File: src/rtl/unary_pkg.sv
`default_nettype none
// ============================================================================
// Module   : unary_pkg
// Purpose  : Shared state encoding and mode constants for the unary
//            accumulator.
// Revision : 1.0 - initial release
// ============================================================================
package unary_pkg;

  // Operating state of the accumulator; tracks the registered mode input.
  typedef enum logic [0:0] {
    S_ACC   = 1'b0,
    S_DRAIN = 1'b1
  } state_t;

  // Encoding of the mode input pin.
  localparam logic MODE_ACC   = 1'b0;
  localparam logic MODE_DRAIN = 1'b1;

endpackage
`default_nettype wire

File: src/rtl/unary_popcount.sv
`default_nettype none
// ============================================================================
// Module   : unary_popcount
// Purpose  : Purely combinational population count of LANES unary bits.
// Revision : 1.0 - initial release
// ============================================================================
module unary_popcount #(
  parameter int LANES = 4
) (
  input  logic [LANES-1:0]             i_din,
  output logic [$clog2(LANES+1)-1:0]   o_pop
);

  localparam int PW = $clog2(LANES + 1);

  // Sum every set lane into the result.
  always_comb begin
    o_pop = '0;
    for (int i = 0; i < LANES; i++) begin
      o_pop = o_pop + PW'(i_din[i]);
    end
  end

endmodule
`default_nettype wire

File: src/rtl/unary_accum_param.sv
`default_nettype none
// ============================================================================
// Module   : unary_accum_param
// Purpose  : Accumulates the popcount of LANES unary input bits per cycle,
//            with overflow carry pulse, and drains the count as a serial
//            unary stream with a done pulse when it empties.
// Options  : UNARY_ACCUM_SAT_EN - when defined, overflow saturates the count
//            at MAX_COUNT instead of wrapping modulo (MAX_COUNT+1).
// Revision : 1.0 - initial release
// ============================================================================
module unary_accum_param
  import unary_pkg::*;
#(
  parameter int LANES     = 4,
  parameter int MAX_COUNT = 16
) (
  input  logic                                  clk,
  input  logic                                  rst,
  input  logic                                  en,
  input  logic                                  mode,
  input  logic [LANES-1:0]                      din,
  output logic                                  dout,
  output logic                                  carry,
  output logic                                  done,
  output logic [$clog2(MAX_COUNT+LANES+1)-1:0]  count_o
);

  localparam int CW = $clog2(MAX_COUNT + LANES + 1);
  localparam int PW = $clog2(LANES + 1);

  state_t          r_state;
  logic [CW-1:0]   r_count;
  logic            r_dout;
  logic            r_carry;
  logic            r_done;

  logic [PW-1:0]   w_pop;
  logic [CW-1:0]   w_sum;
  state_t          w_next_state;
  logic [CW-1:0]   w_next_count;
  logic            w_next_dout;
  logic            w_next_carry;
  logic            w_next_done;

  unary_popcount #(
    .LANES (LANES)
  ) u_popcount (
    .i_din (din),
    .o_pop (w_pop)
  );

  // Next-state and next-output decode; the incoming mode takes effect on the
  // same edge it is sampled, so the rule is chosen from the next state.
  always_comb begin
    w_sum        = r_count + CW'(w_pop);
    w_next_state = r_state;
    w_next_count = r_count;
    w_next_dout  = 1'b0;
    w_next_carry = 1'b0;
    w_next_done  = 1'b0;
    if (en) begin
      w_next_state = (mode == MODE_DRAIN) ? S_DRAIN : S_ACC;
      if (w_next_state == S_ACC) begin
        if (w_sum > CW'(MAX_COUNT)) begin
`ifdef UNARY_ACCUM_SAT_EN
          w_next_count = CW'(MAX_COUNT);
`else
          w_next_count = w_sum - CW'(MAX_COUNT + 1);
`endif
          w_next_carry = 1'b1;
        end else begin
          w_next_count = w_sum;
        end
      end else if (r_count != '0) begin
        w_next_dout  = 1'b1;
        w_next_count = r_count - CW'(1);
        w_next_done  = (r_count == CW'(1));
      end
    end
  end

  // Single clocked process holding all state; reset aborts any operation.
  always_ff @(posedge clk) begin
    if (rst) begin
      r_state <= S_ACC;
      r_count <= '0;
      r_dout  <= 1'b0;
      r_carry <= 1'b0;
      r_done  <= 1'b0;
    end else begin
      r_state <= w_next_state;
      r_count <= w_next_count;
      r_dout  <= w_next_dout;
      r_carry <= w_next_carry;
      r_done  <= w_next_done;
    end
  end

  assign dout    = r_dout;
  assign carry   = r_carry;
  assign done    = r_done;
  assign count_o = r_count;

endmodule
`default_nettype wire

File: config.mk
export PLATFORM = sky130hd
export DESIGN_NAME = unary_accum_param
export DESIGN_NICKNAME = d
export VERILOG_FILES = /design/src/rtl/unary_pkg.sv /design/src/rtl/unary_popcount.sv /design/src/rtl/unary_accum_param.sv
export SDC_FILE = /design/constraint.sdc
export NUM_CORES = 1
export LEC_CHECK = 0
export ABC_AREA = 0
export CAP_MARGIN = 25
export CORE_MARGIN = 2
export CORE_UTILIZATION = 54
export DETAILED_ROUTE_END_ITERATION = 8
export HOLD_SLACK_MARGIN = 0.1
export PLACE_DENSITY = 0.83
export SLEW_MARGIN = 20
export SYNTH_ARGS = -nofsm -noshare
export SYNTH_HDL_FRONTEND = slang
export SYNTH_HIERARCHICAL = 1
export SYNTH_SLANG_ARGS = --single-unit
File: constraint.sdc
create_clock -name clk -period 5.3 [get_ports clk]
set_clock_uncertainty 0.1 [all_clocks]
set_input_delay 0.53 -clock clk [delete_from_list [all_inputs] [get_ports clk]]
set_output_delay 0.53 -clock clk [all_outputs]
set_load 0.02 [all_outputs]
==> results of run 1 <==
state kept, by name, summed over array words and instances, names as in the netlist:
register and cells:
count_o 5, carry 1, done 1, dout 1
through the flow:
stage	power, W	setup slack (ns)	std cells
2_1_floorplan	0.000262	1.93	96
6_report	0.000373	1.54	127
4_1_cts	0.000371	1.53	127
3_3_place_gp	0.000314	1.41	124
3_5_place_dp	0.000321	1.27	124
5_1_grt	0.000406	1.30	127
cell usage after synthesis:
library cell / instances / area share [%]
sky130_fd_sc_hd__a2111oi_0: 1 / 1.1
sky130_fd_sc_hd__a211oi_1: 2 / 1.8
sky130_fd_sc_hd__a211oi_2: 2 / 3.0
sky130_fd_sc_hd__a21o_1: 2 / 1.8
sky130_fd_sc_hd__a21oi_1: 4 / 2.4
sky130_fd_sc_hd__a221oi_2: 1 / 1.8
sky130_fd_sc_hd__a22o_1: 2 / 2.1
sky130_fd_sc_hd__a31oi_1: 3 / 2.3
sky130_fd_sc_hd__and2_1: 2 / 1.5
sky130_fd_sc_hd__and2b_1: 2 / 1.8
sky130_fd_sc_hd__and3b_1: 1 / 1.1
sky130_fd_sc_hd__buf_2: 1 / 0.60
sky130_fd_sc_hd__buf_4: 1 / 0.91
sky130_fd_sc_hd__buf_6: 1 / 1.4
sky130_fd_sc_hd__dfxtp_1: 8 / 19
sky130_fd_sc_hd__fa_1: 2 / 4.8
sky130_fd_sc_hd__ha_1: 10 / 15
sky130_fd_sc_hd__inv_1: 7 / 3.2
sky130_fd_sc_hd__mux2i_1: 1 / 1.2
sky130_fd_sc_hd__nand2_1: 3 / 1.4
sky130_fd_sc_hd__nand2b_1: 2 / 1.5
sky130_fd_sc_hd__nand3_1: 1 / 0.60
sky130_fd_sc_hd__nand4bb_1: 1 / 1.4
sky130_fd_sc_hd__nor2_1: 9 / 4.1
sky130_fd_sc_hd__nor2b_1: 3 / 2.3
sky130_fd_sc_hd__nor2b_2: 1 / 1.1
sky130_fd_sc_hd__nor3_1: 2 / 1.2
sky130_fd_sc_hd__nor3b_1: 1 / 0.91
sky130_fd_sc_hd__nor4_1: 1 / 0.75
sky130_fd_sc_hd__o211a_1: 1 / 1.2
sky130_fd_sc_hd__o211ai_1: 3 / 2.7
sky130_fd_sc_hd__o21a_1: 2 / 1.8
sky130_fd_sc_hd__o21ai_0: 3 / 1.8
sky130_fd_sc_hd__o22a_1: 1 / 1.1
sky130_fd_sc_hd__o32ai_1: 1 / 1.1
sky130_fd_sc_hd__or3_1: 2 / 1.5
sky130_fd_sc_hd__or3b_1: 2 / 2.1
sky130_fd_sc_hd__or4_4: 1 / 1.4
sky130_fd_sc_hd__xnor2_1: 2 / 2.1
sky130_fd_sc_hd__xor2_1: 1 / 1.1
cell families (layout without fill, tap and decap cells):
family,Yosys count,count (layout)
AOI/OAI and AO/OA,28,28
xor gates and xnor gates,3,3
adders and majority gates,12,12
buffers and inverters,10,25
DFF,8,8
muxes,1,1
and+or+nand+nor,34,34
area by class of cell:
cell class	count	area, sq um
fillers	122	473
flip-flops and latches	8	160
well taps	16	20.0
repair buffers	15	150
multi-input cells	78	619
inverters	7	26.3
clock buffers	3	22.5
worst max-delay path by stage:
stage | to | slack (ns) | cells past startpoint
after floorplan | count_o[1] | 1.93 | 11
after global placement | count_o[1] | 1.41 | 12
after detailed placement | count_o[1] | 1.27 | 12
after CTS | count_o[0] | 1.53 | 12
after global routing | count_o[0] | 1.30 | 12
final | count_o[0] | 1.54 | 12
worst reg2reg max path, delay by kind of cell (launching register included):
kind                       cells  cell delay [ns]
AOI/OAI and AO/OA              3             0.84
adders and majority gates      3             0.87
buffers and inverters          2             0.17
DFF                            1             0.45
and+or+nand+nor                1             0.19
power by group through the flow:
stage	sequential (W)	clock, W	combinational [W]
after floorplan	0.0000962	0	0.000166
after global placement	0.0000931	0	0.000221
after detailed placement	0.0000935	0	0.000227
after CTS	0.0000923	0.0000475	0.000231
after global routing	0.0000953	0.0000513	0.000259
final	0.0000930	0.0000479	0.000232
per-layer routing:
metal,GRT usage (%),vias to the layer above,part of all wire (%)
li1,-,382,-
met1,27.6,369,44
met2,36.4,33,49
met3,8.94,6,5.9
met4,7.88,0,1.6
met5,0,-,0
cells in the final DEF (no fill, tap or decap), types with 2 or more instances in the layout:
cell type	count
sky130_fd_sc_hd__fa_1	2
sky130_fd_sc_hd__a21o_1	2
sky130_fd_sc_hd__ha_1	10
sky130_fd_sc_hd__nor2_1	9
sky130_fd_sc_hd__nand2b_1	2
sky130_fd_sc_hd__a21oi_1	4
sky130_fd_sc_hd__o211ai_1	3
sky130_fd_sc_hd__clkbuf_4	3
sky130_fd_sc_hd__nor3_1	2
sky130_fd_sc_hd__and2b_1	2
sky130_fd_sc_hd__a22o_1	2
sky130_fd_sc_hd__nand2_1	3
sky130_fd_sc_hd__inv_1	7
sky130_fd_sc_hd__o21a_1	2
sky130_fd_sc_hd__or3b_1	2
sky130_fd_sc_hd__a211oi_2	2
sky130_fd_sc_hd__o21ai_0	3
sky130_fd_sc_hd__a31oi_1	3
sky130_fd_sc_hd__and2_1	2
sky130_fd_sc_hd__or3_1	2
sky130_fd_sc_hd__nor2b_1	3
sky130_fd_sc_hd__dfxtp_1	8
sky130_fd_sc_hd__xnor2_1	2
sky130_fd_sc_hd__a211oi_1	2
sky130_fd_sc_hd__clkdlybuf4s50_1	15
==> results summary, run 1 <==
The highest ir drop seen on vdd is 321 uV. The net switching power came out at 0.000171 W. The count of synthesis-stage warnings from yosys came out at 6. The cell family contributing the most delay on the critical path is adder cells.

The worst register-to-register path begins at count_o[0]. The combinational family with the most area after synthesis is compound AO/OA/AOI/OAI gates. Traced cell by cell, the critical path runs through clkdlybuf4s50_1 > ha_1 > fa_1 > ha_1 > fa_1 > inv_1 > ha_1 > inv_1 > a2111oi_0 > a211oi_2 > nand2b_1 > a211oi_1.

The share of final-layout standard cells stronger than drive strength 1 came out at 7.21%. Clock latency on the worst-skew pair, taken at its later pin, is 0.26 ns. Timing would allow up to 266 MHz. The hold-critical path depth is 2. The post-cts resize count came out at 0. The final-report max-slew violation count came to 0.

The average cell area after synthesis is 8.64 sq um. The worst hold path terminates at count_o[2]. The via count came out at 790. The detailed router finished its first iteration with 26 violations.

The share of cell area taken by muxes after synthesis is 1.21%. STA classifies the critical path startpoint as an input port. The arrival time of data at the critical path endpoint is 3.83 ns. Of the total power, the clock network draws 12.8%. The number of H-tree levels came out at 1. Among the stages of the critical path, the cell type that occurs most often is sky130_fd_sc_hd__ha_1. The floorplan step defined a die boundary enclosing 1870 sq um. The sum of net half-perimeters after detailed placement is 1380 um. The tree is rooted in a sky130_fd_sc_hd__clkbuf_4. Across the run, the number of max-cap violations was 0.

The number of failing setup endpoints in the final timing report is 0. The remaining max-slew budget at the tightest pin is 63.7%. The vertical extent of the die came out at 43.2 um. The synthesized flop and latch total came out at 8. The DRC violations left is 0. Synthesis produced 96 cells.

The total wirelength of the detailed-routed design came out at 1880 um. STA classifies the critical path endpoint as a flip-flop. The internal power consumption came out at 0.000203 W. The chip width is 43.2 um. Once layout is done, the placed cells without fillers occupy 998 sq um. After Yosys synthesis, and, or, nand and nor cells account for 24.4% of the synthesized area. The area of the core region came out at 1470 sq um.

In this run the register-to-register setup slack is 2.60 ns. The transition time of the tightest slew-check pin is 0.530 ns. The worst register-to-register path has a depth of 9. The final worst-path cycle share came out at 71.0%. The register share of total power is 24.9%.

The standby leakage power is 0.414 nW. Counting both buffers and inverters, the worst setup path holds a total of 3. The XOR/XNOR share of the synthesized area is 3.17%.

The remaining number of nets flagged by the antenna check after routing is 0. The critical-path cell with the highest stage delay is sky130_fd_sc_hd__fa_1. The via count of the first global-routing pass was 733. The detailed-routing iteration count for the pre-antenna-repair pass is 4. The highest cell delay on the worst timing path is 0.51 ns.

The total power per unit cell area came out at 374 nW/um^2. In this run the worst path has a maximum fanout of 5. The maximum clock insertion buffer count came out at 2.

The first element of the critical path is din[0]. The total global routing track utilization is 22.8%. The number of placement rows came out at 14. Of the total power, the share spent switching nets is 45.7%. The final layout contains 133 nets. The worst register-to-register path ends at count_o[0]. The initial antenna violation count came out at 0.

Clock-pin slew was measured on the worst setup and hold paths at 0.06 ns. The average wire per standard cell came out at 14.8 um. The sequential cell area fraction in the yosys report is 19.3%. The number of buffers created by CTS came out at 3. The post-layout utilization of the core is 67.9%. In the final timing run, aggregate negative setup slack is 0 ns. 16 I/O pins were placed. The total number of clock tree sinks is 8.

The combinational group share of total power is 62.3%. The worst path in the final design needs a cycle of 3.76 ns, including I/O delays and setup. The number of failing hold endpoints at the final stage is 0. The netlist uses 40 different library cells. The post-CTS setup buffer count came out at 0. Summed over all layers, the global routing overflow is 0.

The area growth from synthesis to layout came out at 20.4%. The first-pass GRT wire length is 3170 um. The compound-gate portion of the synthesized area came out at 25.9%. The starting density of the core came out at 56.4%. The congestion estimate from routability-driven global placement came to 0.802.

Entering global routing, the biggest net connects 13 pins. The area share of fa/ha/maj cells after synthesis is 19.9%. The CTS tree is done.

The required arrival time at the worst endpoint came out at 5.37 ns. Hold is met by 0.545 ns. The synthesized net count came out at 116. The startpoint of the lowest-slack hold path is count_o[2]. The number of diodes added for antenna fixing is 0. In this run the worst hold path is classified as reg -> reg. The number of vias per cell after detailed routing came out at 6.22. Setup repair after global routing left no endpoint under its margin. For this design, the CTS-stage hold fixing added 0 buffers. The number of buffer cells added on primary ports came out at 15. The critical path is of the in -> reg type. The post-detailed-placement cell area is 976 sq um. The run finished with clean final reports. The cell area that synthesis handed to floorplanning was 830 sq um.
No activity file was read; power rests on OpenSTA's default activity.
==> inputs of run 2 (changes only) <==
--- a/config.mk
+++ b/config.mk
@@ -8,10 +8,10 @@
 export ABC_AREA = 0
 export CAP_MARGIN = 25
 export CORE_MARGIN = 2
-export CORE_UTILIZATION = 54
+export CORE_UTILIZATION = 50
 export DETAILED_ROUTE_END_ITERATION = 8
 export HOLD_SLACK_MARGIN = 0.1
-export PLACE_DENSITY = 0.83
+export PLACE_DENSITY = 0.77
 export SLEW_MARGIN = 20
 export SYNTH_ARGS = -nofsm -noshare
 export SYNTH_HDL_FRONTEND = slang
==> constraint.sdc (replaced) <==
create_clock -name clk -period 3.6 [get_ports clk]
set_clock_uncertainty 0.1 [all_clocks]
set_input_delay 0.36 -clock clk [delete_from_list [all_inputs] [get_ports clk]]
set_output_delay 0.36 -clock clk [all_outputs]
set_load 0.02 [all_outputs]
==> run 2 against run 1 <==
  * Register-to-register slack got worse by 1.6 ns
  * First-iteration DRC count decreased by 73%
  * Global-route usage down 1.1 points
  * Sequential cell count stayed put
  * Count of clock-buffer cells in the layout unchanged
  * Clock power increased by 51%
  * Core utilization grew 2.2 points
==> results summary, run 2 (synthesis results as in run 1) <==
The DRC violations left is 0. The total number of clock tree sinks is 8. The number of failing setup endpoints in the final timing report came out at 0. The transition time of the tightest slew-check pin is 0.420 ns. The standby leakage power is 0.456 nW. After filler insertion, the fill cell instance count of the layout stands at 129. The arrival time of data at the critical path endpoint is 3.52 ns. The summed negative setup slack over all endpoints came out at 0 ns.

The remaining global-route overflow is 0. The total power per unit cell area came out at 577 nW/um^2. The number of flip-flops under the largest register name is 5. The path type of the worst min-delay path is reg -> reg. The final-report max-slew violation count came out at 0. The total wirelength of the detailed-routed design came out at 1920 um.

The cts-stage hold buffer count is 0. At the end of routability-driven placement, the weighted congestion stood at 0.877. Once the floorplan was initialized, standard cells occupied 54.4% of the core.

The highest ir drop seen on vdd came out at 337 uV. The first global-routing pass estimated 3200 um of wire. The max-capacitance violation count came out at 0.

The clock insertion delay at the later pin of the skew report came out at 0.26 ns. The flow ran to the end, and the final reports show no timing, DRC or antenna violations. STA classifies the critical path startpoint as an input port.

The number of diodes added for antenna fixing is 0. The via count of the first global-routing pass came out at 751. The time the final worst path needs with I/O delays and setup is 3.45 ns. The sum of net half-perimeters after detailed placement came out at 1520 um. Summing over every cut layer, the via total after detailed routing is 779. The area of the core region is 1520 sq um.

The number of placement rows is 14. The number of failing hold endpoints at the final stage is 0. The share of final-layout standard cells stronger than drive strength 1 came out at 14.2%. The area enclosed by the die boundary is 2000 sq um. The fmax came out at 290 MHz. The number of nets in the layout is 142. The number of clock buffers added by TritonCTS is 3. Dividing the final minimum period by the clock period gives 95.8%.

The detailed-routing iteration count for the pre-antenna-repair pass came out at 4. The critical path class is in -> reg. The maximum clock insertion buffer count came out at 2. The pin count of the biggest net entering global routing is 13.

CTS placed an instance of sky130_fd_sc_hd__clkbuf_4 at the clock tree root. The number of H-tree levels is 1. After detailed routing, the average wire length per cell comes to 14.1 um.

The vertical extent of the die came out at 44.7 um. The total global routing track utilization came out at 21.8%. The number of vias per cell after detailed routing came out at 5.73. STA classifies the critical path endpoint as a flip-flop. The count of buffers added on input and output ports is 15. The DRC marker count from the first detailed-route iteration came out at 7. The CTS tree is done. The chip width came out at 44.7 um.

Once the clock tree was built, the setup fixing pass inserted 0 buffers. The area growth from synthesis to layout is 28.7%. Clock-pin slew was measured on the worst setup and hold paths at 0.06 ns.

The required arrival time at the worst endpoint came out at 3.67 ns. The initial antenna violation count came out at 0. The overall power of the completed layout came out at 0.000616 W. The maximum fanout count along the critical path came out at 5. The worst pin sits at a relative slew slack of 71.9%. Pin placement for this block handled 16 I/O pins. Leaving out fill and tap cells, the most frequent cell in the layout is sky130_fd_sc_hd__clkdlybuf4s50_1. The top cell types in the final layout, fill and taps aside, are 15 x sky130_fd_sc_hd__clkdlybuf4s50_1, 10 x sky130_fd_sc_hd__ha_1, 9 x sky130_fd_sc_hd__nor2_1, 9 x sky130_fd_sc_hd__buf_4, 8 x sky130_fd_sc_hd__dfxtp_1. The remaining number of nets flagged by the antenna check after routing is 0.
## run 2: critical path, stage by stage
cell and delay [ns]:
sky130_fd_sc_hd__clkdlybuf4s50_1 0.40, sky130_fd_sc_hd__ha_1 0.30, sky130_fd_sc_hd__fa_1 0.37, sky130_fd_sc_hd__ha_1 0.33, sky130_fd_sc_hd__fa_1 0.54, sky130_fd_sc_hd__inv_1 0.06
sky130_fd_sc_hd__ha_1 0.22, sky130_fd_sc_hd__inv_1 0.08, sky130_fd_sc_hd__buf_4 0.11, sky130_fd_sc_hd__nor3_1 0.04, sky130_fd_sc_hd__a211oi_2 0.35, sky130_fd_sc_hd__a21oi_1 0.12
sky130_fd_sc_hd__a211oi_1 0.24
## run 2: what timing repair did
item                                    CTS  global route
gates resized for setup                   0             1
hold endpoints to repair                  0             0
endpoints found under the setup margin    0             2
## run 2: per-layer routing
metal | global-route usage, % | wire (um) | vias up
li1 | - | - | 404
met1 | 29.6 | 955 | 355
met2 | 34.8 | 874 | 20
met3 | 6.00 | 90 | 0
met4 | 3.64 | 0 | 0
met5 | 0 | 0 | -
## run 2: area by class of cell
class / instances / area, sq um / area share, %
clock buffers: 3 / 22.5 / 2.11
multi-input cells: 78 / 621 / 58.1
repair buffers: 24 / 218 / 20.4
flip-flops and latches: 8 / 160 / 15.0
well taps: 16 / 20.0 / 1.88
inverters: 7 / 26.3 / 2.46
## run 2: final timing paths
path / start / end / slack, ns / cells past startpoint
max: din[0] / count_o[0] / 0.15 / 13
min reg2reg: count_o[2] / done / 0.53 / 1
max reg2reg: count_o[0] / count_o[1] / 1.03 / 9
min: count_o[2] / done / 0.53 / 1
## run 2: through the flow
step	area (sq um)	util [%]	instances	setup WS, ns	hold WS [ns]
CTS	1070	70.0	136	0.0753	0.528
global placement	1040	68.5	133	-0.0833	0.524
finish	1070	70.0	136	0.151	0.532
floorplan	830	-	96	0.401	0.418
detailed placement	1040	68.5	133	-0.188	0.525
global route	1070	70.0	136	-0.0394	0.577
## run 2: where the power goes
| group | internal [W] | switching [W] |
|---|---|---|
| Sequential | 0.000104 | 0.0000312 |
| Clock | 0.0000384 | 0.0000337 |
| Combinational | 0.000206 | 0.000203 |
| Total | 0.000348 | 0.000268 |
==> inputs of run 3 (changes only) <==
--- a/config.mk
+++ b/config.mk
@@ -10,7 +10,7 @@
 export CORE_MARGIN = 2
 export CORE_UTILIZATION = 50
 export DETAILED_ROUTE_END_ITERATION = 8
-export HOLD_SLACK_MARGIN = 0.1
+export HOLD_SLACK_MARGIN = 0.05
 export PLACE_DENSITY = 0.77
 export SLEW_MARGIN = 20
 export SYNTH_ARGS = -nofsm -noshare
==> results of run 3 <==
Same layout as run 2: the final DEF is identical, and so are final timing and power.
